## src/rtl/comp_adder_16bits.sv

```systemverilog
// 16-bit adder/subtractor with conditional b inversion, carry-out and carry-into-MSB.
// Four 4-bit carry-lookahead groups rippled together; optional registered outputs.
module comp_adder_16bits #(
    parameter int unsigned REG_OUT = 0
) (
    input  logic        clk,
    input  logic        rst,
    input  logic [15:0] a,
    input  logic [15:0] b,
    input  logic        cin,
    input  logic        sign,
    input  logic        comp_e,
    output logic [15:0] s,
    output logic        cout,
    output logic        cout_1
);

    logic [15:0] b_eff;
    logic        cin_eff;
    logic [15:0] gen;
    logic [15:0] prop;
    logic [16:0] carry;
    logic [3:0]  grp_g;
    logic [3:0]  grp_p;
    logic [15:0] sum_d;
    logic [15:0] s_q;
    logic        cout_q;
    logic        cout_1_q;

    assign b_eff   = b ^ {16{sign}};
    // cin is ignored entirely in two's-complement mode so an X there cannot leak.
    assign cin_eff = comp_e ? sign : cin;
    assign gen     = a & b_eff;
    assign prop    = a ^ b_eff;

    always_comb begin
        carry    = '0;
        grp_g    = '0;
        grp_p    = '0;
        carry[0] = cin_eff;
        for (int k = 0; k < 4; k++) begin
            carry[4*k+1] = gen[4*k] | (prop[4*k] & carry[4*k]);
            carry[4*k+2] = gen[4*k+1] | (prop[4*k+1] & gen[4*k])
                         | (prop[4*k+1] & prop[4*k] & carry[4*k]);
            carry[4*k+3] = gen[4*k+2] | (prop[4*k+2] & gen[4*k+1])
                         | (prop[4*k+2] & prop[4*k+1] & gen[4*k])
                         | (prop[4*k+2] & prop[4*k+1] & prop[4*k] & carry[4*k]);
            grp_g[k]     = gen[4*k+3] | (prop[4*k+3] & gen[4*k+2])
                         | (prop[4*k+3] & prop[4*k+2] & gen[4*k+1])
                         | (prop[4*k+3] & prop[4*k+2] & prop[4*k+1] & gen[4*k]);
            grp_p[k]     = &prop[4*k +: 4];
            carry[4*k+4] = grp_g[k] | (grp_p[k] & carry[4*k]);
        end
    end

    assign sum_d = prop ^ carry[15:0];

    // Registers always exist; with REG_OUT=0 they are unloaded and trimmed.
    always_ff @(posedge clk or posedge rst) begin
        if (rst) begin
            s_q      <= '0;
            cout_q   <= 1'b0;
            cout_1_q <= 1'b0;
        end else begin
            s_q      <= sum_d;
            cout_q   <= carry[16];
            cout_1_q <= carry[15];
        end
    end

    assign s      = (REG_OUT != 0) ? s_q      : sum_d;
    assign cout   = (REG_OUT != 0) ? cout_q   : carry[16];
    assign cout_1 = (REG_OUT != 0) ? cout_1_q : carry[15];

endmodule

```

## config.mk

```make
export PLATFORM = sky130hd
export DESIGN_NAME = comp_adder_16bits
export DESIGN_NICKNAME = d
export VERILOG_FILES = /design/src/rtl/comp_adder_16bits.sv
export SDC_FILE = /design/constraint.sdc
export NUM_CORES = 1
export LEC_CHECK = 0
export ABC_AREA = 0
export CAP_MARGIN = 5
export CORE_MARGIN = 1
export CORE_UTILIZATION = 40
export DETAILED_ROUTE_END_ITERATION = 8
export PLACE_DENSITY = 0.94
export SLEW_MARGIN = 20
export SYNTH_ARGS = -nofsm -noshare
export SYNTH_HDL_FRONTEND = slang
export SYNTH_SLANG_ARGS = --single-unit
```

## constraint.sdc

```tcl
create_clock -name vclk -period 5.6
set_input_delay 1.4 -clock vclk [all_inputs]
set_output_delay 1.4 -clock vclk [all_outputs]
set_load 0.005 [all_outputs]
```

==> results.py, run 1 <==
metrics = {
    "setup_path": {
        "end_kind": "output pin",
        "crit_required_ns": 4.20,
        "cp_max_fo": 4,
        "crit_path_top_delay_cell": "clkdlybuf4s50_1",
        "slowest_delay_ns": 0.54,
        "cp_data_arrival_time_ns": 4.15,
        "criticalPathCategory": "in -> out",
        "crit_start": "b[7]",
        "cp-start-kind": "input port",
        "path_cells": "clkdlybuf4s50_1 > xor2_1 > ha_1 > a21oi_2 > o21ai_2 > buf_4 > a311oi_4 > buf_4 > o21ai_0 > xnor2_1 > clkdlybuf4s50_1",
    },
    "logic_synthesis": {
        "synth-warning-count": 0,
        "synth_cells": 112,
        "synth.most_common_cell": "xor2_1",
        "yosysUniqueCellTypes": 28,
        "netlist_top_cells_count": "xor2_1, ha_1, inv_1, a21oi_1, xnor2_1",
        "avgSynthCellArea_sq_um": 8.16,
        "synth_area_leaders": "ha_1, xor2_1, fa_1",
        "yosys.area.top_type_share_pct": 21.9,
        "synth_seq_area_share_pct": 0,
        "synth_fp_nets": 169,
        "yosysTopAreaCell": "ha_1",
        "syn_area_sq_um": 913,
    },
    "routing": {
        "totalWireLength_um": 3610,
        "vias": 1184,
        "routedWlPerCell_um": 16.9,
        "drtIter0Drc": 27,
        "drt-pass1-iter-count": 4,
        "vias_per_cell": 5.53,
        "antenna_left": 0,
        "drcViolationCount": 0,
    },
    "finish": {
        "drive_gt1_share_pct": 21.4,
        "seq_cell_count": 0,
        "diodes": 0,
        "fin_util_pct": 82.3,
        "instances_no_fill": 214,
        "final_nets": 246,
        "syn2layout_area_growth_pct": 85.8,
        "regArea_sq_um": 0,
        "num-clock-buffers": 0,
    },
    "grt": {
        "grt_pass1_wl_um": 5150,
        "grt-ovfl-total": 0,
        "grt_max_degree": 7,
        "first_global_vias": 1197,
        "grt_use_total_pct": 26.9,
        "antenna_found_initial": 0,
    },
    "sta": {
        "finalHoldViolCount": 0,
        "rsz0062_at_grt": "yes",
        "tightestPinTransition_ns": 0.325,
        "setup_tns_ns": 0,
        "fin_crit_sh_pct": 99.2,
        "setup_viol": 0,
        "slew_headroom_pct": 78.3,
        "holdWs_ns": 3.69,
        "min_period_ns": 5.55,
        "maxSlewViolCount": 0,
        "clock.fmax_mhz": 180,
    },
    "worst_hold_path": {
        "min_from": "a[8]",
        "hold_path.class": "in -> out",
    },
    "job": {
        "drv_cap": 0,
    },
    "pwr": {
        "p_sw_mw": 0.131,
        "swShare_pct": 43.2,
        "pwr-share-comb_pct": 100.0,
        "p_int_mw": 0.172,
        "cellLeakagePower_nw": 0.803,
        "peakVddDrop_uv": 105,
        "power_frac_seq_pct": 0,
        "p_per_area_nw_per_um2": 179,
        "clockPowerShare_pct": 0,
        "total_power_mw": 0.303,
    },
    "floorplanning": {
        "core_area_sq_um": 2060,
        "die_w_um": 49.8,
        "dieArea_sq_um": 2480,
        "initial_core_util_pct": 44.3,
        "die_h_um": 49.8,
        "core.rowCount": 16,
        "io_pins": 55,
    },
    "clocking": {
        "hold_buffers": 0,
    },
    "place": {
        "post-place-cells": 211,
        "dpl.hpwl_um": 2640,
        "place.gp.congestion": 0.747,
        "port_buffers": 53,
    },
    "run_status": {
        "outcome": "finished, final reports clean",
    },
}
routing by layer:
| metal | GRT usage (%) | share of wire, % | up-vias | wire length, um |
|---|---|---|---|---|
| met5 | 0 | 0 | - | 0 |
| met4 | 11.9 | 4.2 | 0 | 150 |
| met3 | 3.40 | 6.8 | 18 | 245 |
| met2 | 56.1 | 53 | 91 | 1920 |
| met1 | 24.9 | 36 | 541 | 1300 |
| li1 | - | - | 534 | - |
power by group through the flow:
stage,clock network [mW],registers (mW),logic [mW]
finish,0,0,0.303
global route,0,0,0.322
CTS,0,0,0.288
detailed placement,0,0,0.283
global placement,0,0,0.266
floorplan,0,0,0.126
worst max-delay path: cells and delay by family:
family | cells | cell delay (ns)
AO/OA/AOI/OAI | 4 | 0.72
buffers and inverters | 4 | 1.35
XOR/XNOR | 2 | 0.38
adder cells (fa/ha/maj) | 1 | 0.31
cell usage in the layout, fill, tap and decap left out, types with 2 or more instances in the layout:
| cell type | n |
|---|---|
| fa_1 | 4 |
| nor2_1 | 5 |
| xnor2_1 | 9 |
| ha_1 | 16 |
| nand2_1 | 6 |
| buf_4 | 22 |
| xor2_1 | 18 |
| dlygate4sd2_1 | 3 |
| nand3_1 | 2 |
| a21oi_2 | 5 |
| buf_6 | 2 |
| inv_1 | 15 |
| a21oi_1 | 5 |
| dlymetal6s2s_1 | 4 |
| o21ai_0 | 3 |
| nor4_2 | 2 |
| clkdlybuf4s50_1 | 46 |
per-stage QoR:
stage | cell area [sq um] | setup slack (ns)
2_1_floorplan | 913 | 0.284
3_3_place_gp | 1620 | -0.185
3_5_place_dp | 1620 | -0.294
4_1_cts | 1660 | 0.0153
5_1_grt | 1700 | -0.0480
6_report | 1700 | 0.0474
final cells by class:
cell class | count | area (sq um)
Timing Repair Buffer | 77 | 724
Multi-Input combinational cell | 94 | 878
Fill cell | 106 | 365
Inverter | 16 | 60.1
Tap cell | 27 | 33.8
cells by family (layout without fill, tap and decap cells):
kind of cell	count (synthesis)	in the layout	synth area share, %
xor gates and xnor gates	27	27	25.9
AOI/OAI and AO/OA	24	24	19.2
and+or+nand+nor	21	21	12.5
adders and majority gates	20	20	30.7
buffers and inverters	18	93	8.22
muxes	2	2	3.56
path summary, 6_finish.rpt:
path | cells past startpoint | to | slack, ns
worst max-delay path | 11 | s[10] | 0.05
worst min-delay path | 5 | s[8] | 3.69
timing repair:
action                                  4_1_cts  5_1_grt
endpoints found under the setup margin       13        7
gates resized for setup                      10       12
pin swaps                                     4        5
buffers inserted                              3        0
Power figures use the tool's default switching activity.
==> run 2: changes to the inputs <==
Settings changed: CORE_UTILIZATION 40 to 36, PLACE_DENSITY 0.94 to 0.9.
Clock period 5.6 ns to 4.91 ns, I/O delays scaled along.
==> results.py, run 2 (synthesis results as in run 1) <==
metrics = {
    "sta": {
        "fin_crit_sh_pct": 99.0,
        "slew_headroom_pct": 74.9,
        "setup_tns_ns": 0,
        "finalHoldViolCount": 0,
        "maxSlewViolCount": 0,
        "tightestPinTransition_ns": 0.373,
        "min_period_ns": 4.86,
        "clock.fmax_mhz": 206,
        "setup_viol": 0,
    },
    "pwr": {
        "total_power_mw": 0.347,
        "peakVddDrop_uv": 124,
        "clockPowerShare_pct": 0,
        "pwr-share-comb_pct": 100.0,
        "swShare_pct": 44.3,
        "cellLeakagePower_nw": 0.853,
        "p_sw_mw": 0.154,
        "power_frac_seq_pct": 0,
        "p_int_mw": 0.193,
        "p_per_area_nw_per_um2": 195,
    },
    "finish": {
        "final_nets": 253,
        "diodes": 0,
        "regArea_sq_um": 0,
        "drive_gt1_share_pct": 32.0,
        "n_fill_cell": 142,
        "syn2layout_area_growth_pct": 94.4,
        "multiInputGateArea_sq_um": 936,
        "seq_cell_count": 0,
        "num-clock-buffers": 0,
        "layout_commonest_cell": "clkdlybuf4s50_1",
        "final_cell_mix": "clkdlybuf4s50_1, buf_4, xor2_1, inv_1, ha_1",
    },
    "setup_path": {
        "path_cells": "clkdlybuf4s50_1 > xor2_1 > ha_1 > buf_4 > a21oi_1 > o21ai_0 > nand3_1 > nand2_1 > buf_4 > nor4_4 > nor2_1 > dlygate4sd2_1",
        "cp_max_fo": 5,
        "criticalPathCategory": "in -> out",
        "slowest_delay_ns": 0.48,
        "critPathCapture": "cout",
        "end_kind": "output pin",
        "cpMostUsedCell": "buf_4",
        "crit_start": "b[11]",
        "crit_required_ns": 3.68,
        "cp-start-kind": "input port",
        "cp_data_arrival_time_ns": 3.63,
        "crit_path_top_delay_cell": "clkdlybuf4s50_1",
    },
    "grt": {
        "first_global_vias": 1126,
        "antenna_found_initial": 0,
        "grt_max_degree": 8,
        "grt-ovfl-total": 0,
        "grt_pass1_wl_um": 4730,
        "grt_use_total_pct": 22.3,
    },
    "routing": {
        "drcViolationCount": 0,
        "vias": 1128,
        "totalWireLength_um": 3520,
        "routedWlPerCell_um": 15.8,
        "drtIter0Drc": 15,
        "antenna_left": 0,
        "drt-pass1-iter-count": 4,
        "vias_per_cell": 5.08,
    },
    "floorplanning": {
        "die_w_um": 52.4,
        "dieArea_sq_um": 2740,
        "core_area_sq_um": 2300,
        "core.rowCount": 17,
        "die_h_um": 52.4,
        "io_pins": 55,
        "initial_core_util_pct": 39.8,
    },
    "place": {
        "port_buffers": 53,
        "dpl.hpwl_um": 2300,
        "place.gp.congestion": 0.744,
    },
    "run_status": {
        "outcome": "finished, final reports clean",
    },
    "job": {
        "drv_cap": 0,
    },
    "worst_hold_path": {
        "hold_path.class": "in -> out",
    },
}
==> run 2: changes by cell type in the layout (fill, tap and decap cells not counted), moves of 3 or more <==
cell / before / now
buf_4: 22 / 26
buf_6: 2 / 5
dlygate4sd2_1: 3 / 8
clkdlybuf4s50_1: 46 / 34
clkbuf_2: 0 / 5
==> run 2: per-stage QoR <==
stage	hold WS (ns)	area [sq um]	util, %	cells	setup WS, ns
CTS	3.32	1720	75.0	218	-0.0156
detailed placement	3.60	1620	70.6	212	-0.628
global placement	3.57	1620	70.6	212	-0.559
floorplan	2.66	915	-	112	0.142
global route	3.24	1780	77.3	222	-0.0903
finish	3.17	1780	77.3	222	0.0508
==> run 2: how the worst min path moves through the flow <==
stage / startpoint / endpoint / cells after the start
2_1_floorplan: a[14] / s[14] / 2
6_report: b[6] / s[7] / 6
4_1_cts: a[8] / s[8] / 5
3_5_place_dp: a[14] / s[14] / 4
3_3_place_gp: a[15] / s[15] / 4
5_1_grt: b[6] / s[7] / 6
==> run 2: power by group through the flow <==
stage	sequential [mW]	clock [mW]	combinational [mW]
after floorplan	0	0	0.144
after global placement	0	0	0.305
after detailed placement	0	0	0.318
after CTS	0	0	0.323
after global routing	0	0	0.371
final	0	0	0.347
==> run 2: layout make-up <==
type               instances  area share, %
repair buffers            84           41.9
inverters                 16           3.38
multi-input cells         94           52.7
well taps                 28           1.97
==> run 2: routing by layer <==
layer | part of all wire, % | GRT usage [%] | up-vias
met4 | 1.6 | 0.877 | 0
met3 | 5.1 | 0.290 | 6
met2 | 54 | 49.2 | 41
li1 | - | - | 549
met5 | 0 | 0 | -
met1 | 40 | 23.4 | 532
==> run 2: what timing repair did <==
| item | CTS | global route |
|---|---|---|
| pin swaps | 20 | 20 |
| hold buffers | 0 | 0 |
| endpoints found under the setup margin | 15 | 12 |
| hold endpoints to repair | 0 | 0 |
| gates resized for setup | 47 | 17 |
| buffers inserted | 6 | 4 |
==> run 2: critical path, delay by kind of cell <==
| family | cells | cell delay [ns] |
|---|---|---|
| buffers and inverters | 4 | 1.06 |
| XOR/XNOR | 1 | 0.20 |
| AND/OR/NAND/NOR | 4 | 0.50 |
| adder cells (fa/ha/maj) | 1 | 0.28 |
| AO/OA/AOI/OAI | 2 | 0.37 |
==> run 3: changes to the inputs <==
Settings changed: SETUP_SLACK_MARGIN set to 0.4.
==> results.py, run 3 (synthesis results as in run 1) <==
metrics = {
    "floorplanning": {
        "core.rowCount": 17,
        "dieArea_sq_um": 2740,
        "io_pins": 55,
        "die_h_um": 52.4,
        "initial_core_util_pct": 39.8,
        "die_w_um": 52.4,
        "core_area_sq_um": 2300,
    },
    "setup_path": {
        "crit_required_ns": 3.68,
        "slowest_delay_ns": 0.54,
        "criticalPathCategory": "in -> out",
        "crit_start": "sign",
        "path_cells": "buf_8 > buf_8 > xor2_2 > ha_1 > a21oi_2 > o21ai_2 > inv_2 > a211o_1 > a21oi_2 > nor2_2 > fa_2 > inv_2 > buf_2",
        "crit_path_top_delay_cell": "fa_2",
        "cp_max_fo": 5,
        "cp-start-kind": "input port",
        "end_kind": "output pin",
        "cp_data_arrival_time_ns": 3.51,
    },
    "routing": {
        "topRoutingLayerUsed": "met4",
        "totalWireLength_um": 4350,
        "vias": 1240,
        "drt-pass1-iter-count": 4,
        "wl_met1_um": 1530,
        "route.met3.wl_um": 248,
        "routedWlPerCell_um": 18.9,
        "wl_met2_um": 2350,
        "drcViolationCount": 0,
        "antenna_left": 0,
        "vias_per_cell": 5.39,
        "drtIter0Drc": 19,
    },
    "finish": {
        "layout_commonest_cell": "buf_4",
        "fin_util_pct": 83.8,
        "drive_gt1_share_pct": 49.3,
        "num-clock-buffers": 0,
        "final_cell_mix": "buf_4, clkdlybuf4s50_1, inv_1, xor2_1, ha_1",
        "final_nets": 260,
        "n_fill_cell": 116,
        "seq_cell_count": 0,
        "syn2layout_area_growth_pct": 111,
        "regArea_sq_um": 0,
    },
    "worst_hold_path": {
        "min_from": "a[7]",
        "hold_path.class": "in -> out",
    },
    "place": {
        "port_buffers": 53,
        "place.gp.congestion": 0.732,
        "dpl.hpwl_um": 2440,
    },
    "pwr": {
        "peakVddDrop_uv": 146,
        "p_per_area_nw_per_um2": 203,
        "cellLeakagePower_nw": 0.894,
    },
    "sta": {
        "tightestPinTransition_ns": 0.423,
        "slew_headroom_pct": 71.5,
        "min_period_ns": 4.74,
        "finalHoldViolCount": 0,
        "setup_viol": 0,
        "holdWs_ns": 3.06,
        "maxSlewViolCount": 0,
        "clock.fmax_mhz": 211,
        "rsz0062_at_grt": "yes",
        "fin_crit_sh_pct": 96.5,
    },
    "grt": {
        "grt_pass1_wl_um": 6000,
        "first_global_vias": 1370,
        "grt_max_degree": 9,
        "grt-ovfl-total": 0,
        "antenna_found_initial": 0,
        "grt_use_total_pct": 29.9,
    },
    "run_status": {
        "outcome": "finished, final reports clean",
    },
    "job": {
        "drv_cap": 0,
    },
}
-- run 3: changes by cell type in the layout (fill, tap and decap cells not counted), moves of 4 or more --
| cell | delta |
|---|---|
| clkdlybuf4s50_1 | -11 |
| xor2_2 | +4 |
| xor2_1 | -4 |
| buf_2 | +6 |
| buf_4 | +7 |
-- run 3: stage by stage --
stage / setup TNS, ns / area [sq um] / setup slack, ns / std cells / power (mW)
after floorplan: 0 / 950 / 0.381 / 112 / 0.150
after global placement: -4.36 / 1630 / -0.459 / 211 / 0.308
after detailed placement: -5.32 / 1630 / -0.513 / 211 / 0.322
after CTS: 0 / 1870 / 0.330 / 227 / 0.349
after global routing: 0 / 1920 / 0.123 / 229 / 0.412
final: 0 / 1930 / 0.173 / 230 / 0.391
-- run 3: what timing repair did --
item                       4_1_cts  5_1_grt
hold buffers                     0        0
setup endpoints to repair       16       16
pin swaps                       40       15
gates resized for setup        103       23
buffers inserted                16        2
-- run 3: worst paths after layout --
kind,end,depth (start not counted),slack (ns)
max,s[12],13,0.17
min,s[7],4,3.06
-- run 3: routing by layer --
metal | GRT usage (%) | vias to the layer above
li1 | - | 557
met1 | 24.9 | 587
met2 | 59.9 | 74
met3 | 6.96 | 22
met4 | 20.6 | 0
met5 | 0 | -
-- run 3: final cells by class --
| class | count | area [sq um] | share of cell area [%] |
|---|---|---|---|
| Inverter | 16 | 60.1 | 3.12 |
| Antenna cell | 1 | 2.50 | 0.130 |
| Timing Repair Buffer | 91 | 767 | 39.8 |
| Multi-Input combinational cell | 94 | 1060 | 55.1 |
| Tap cell | 28 | 35.0 | 1.82 |
-- run 3: report_power, final --
part	switching, mW	total, mW	internal, mW	leakage, nW
clock network	0	0.0000000273	0.0000000273	0.00000634
registers	0	0	0	0
logic	0.184	0.391	0.207	0.894
total	0.184	0.391	0.207	0.894
-- run 3: worst max-delay path: cells and delay by family --
| family | cells | cell delay (ns) |
|---|---|---|
| adder cells (fa/ha/maj) | 2 | 0.87 |
| AO/OA/AOI/OAI | 4 | 0.74 |
| buffers and inverters | 5 | 0.44 |
| XOR/XNOR | 1 | 0.14 |
| AND/OR/NAND/NOR | 1 | 0.08 |
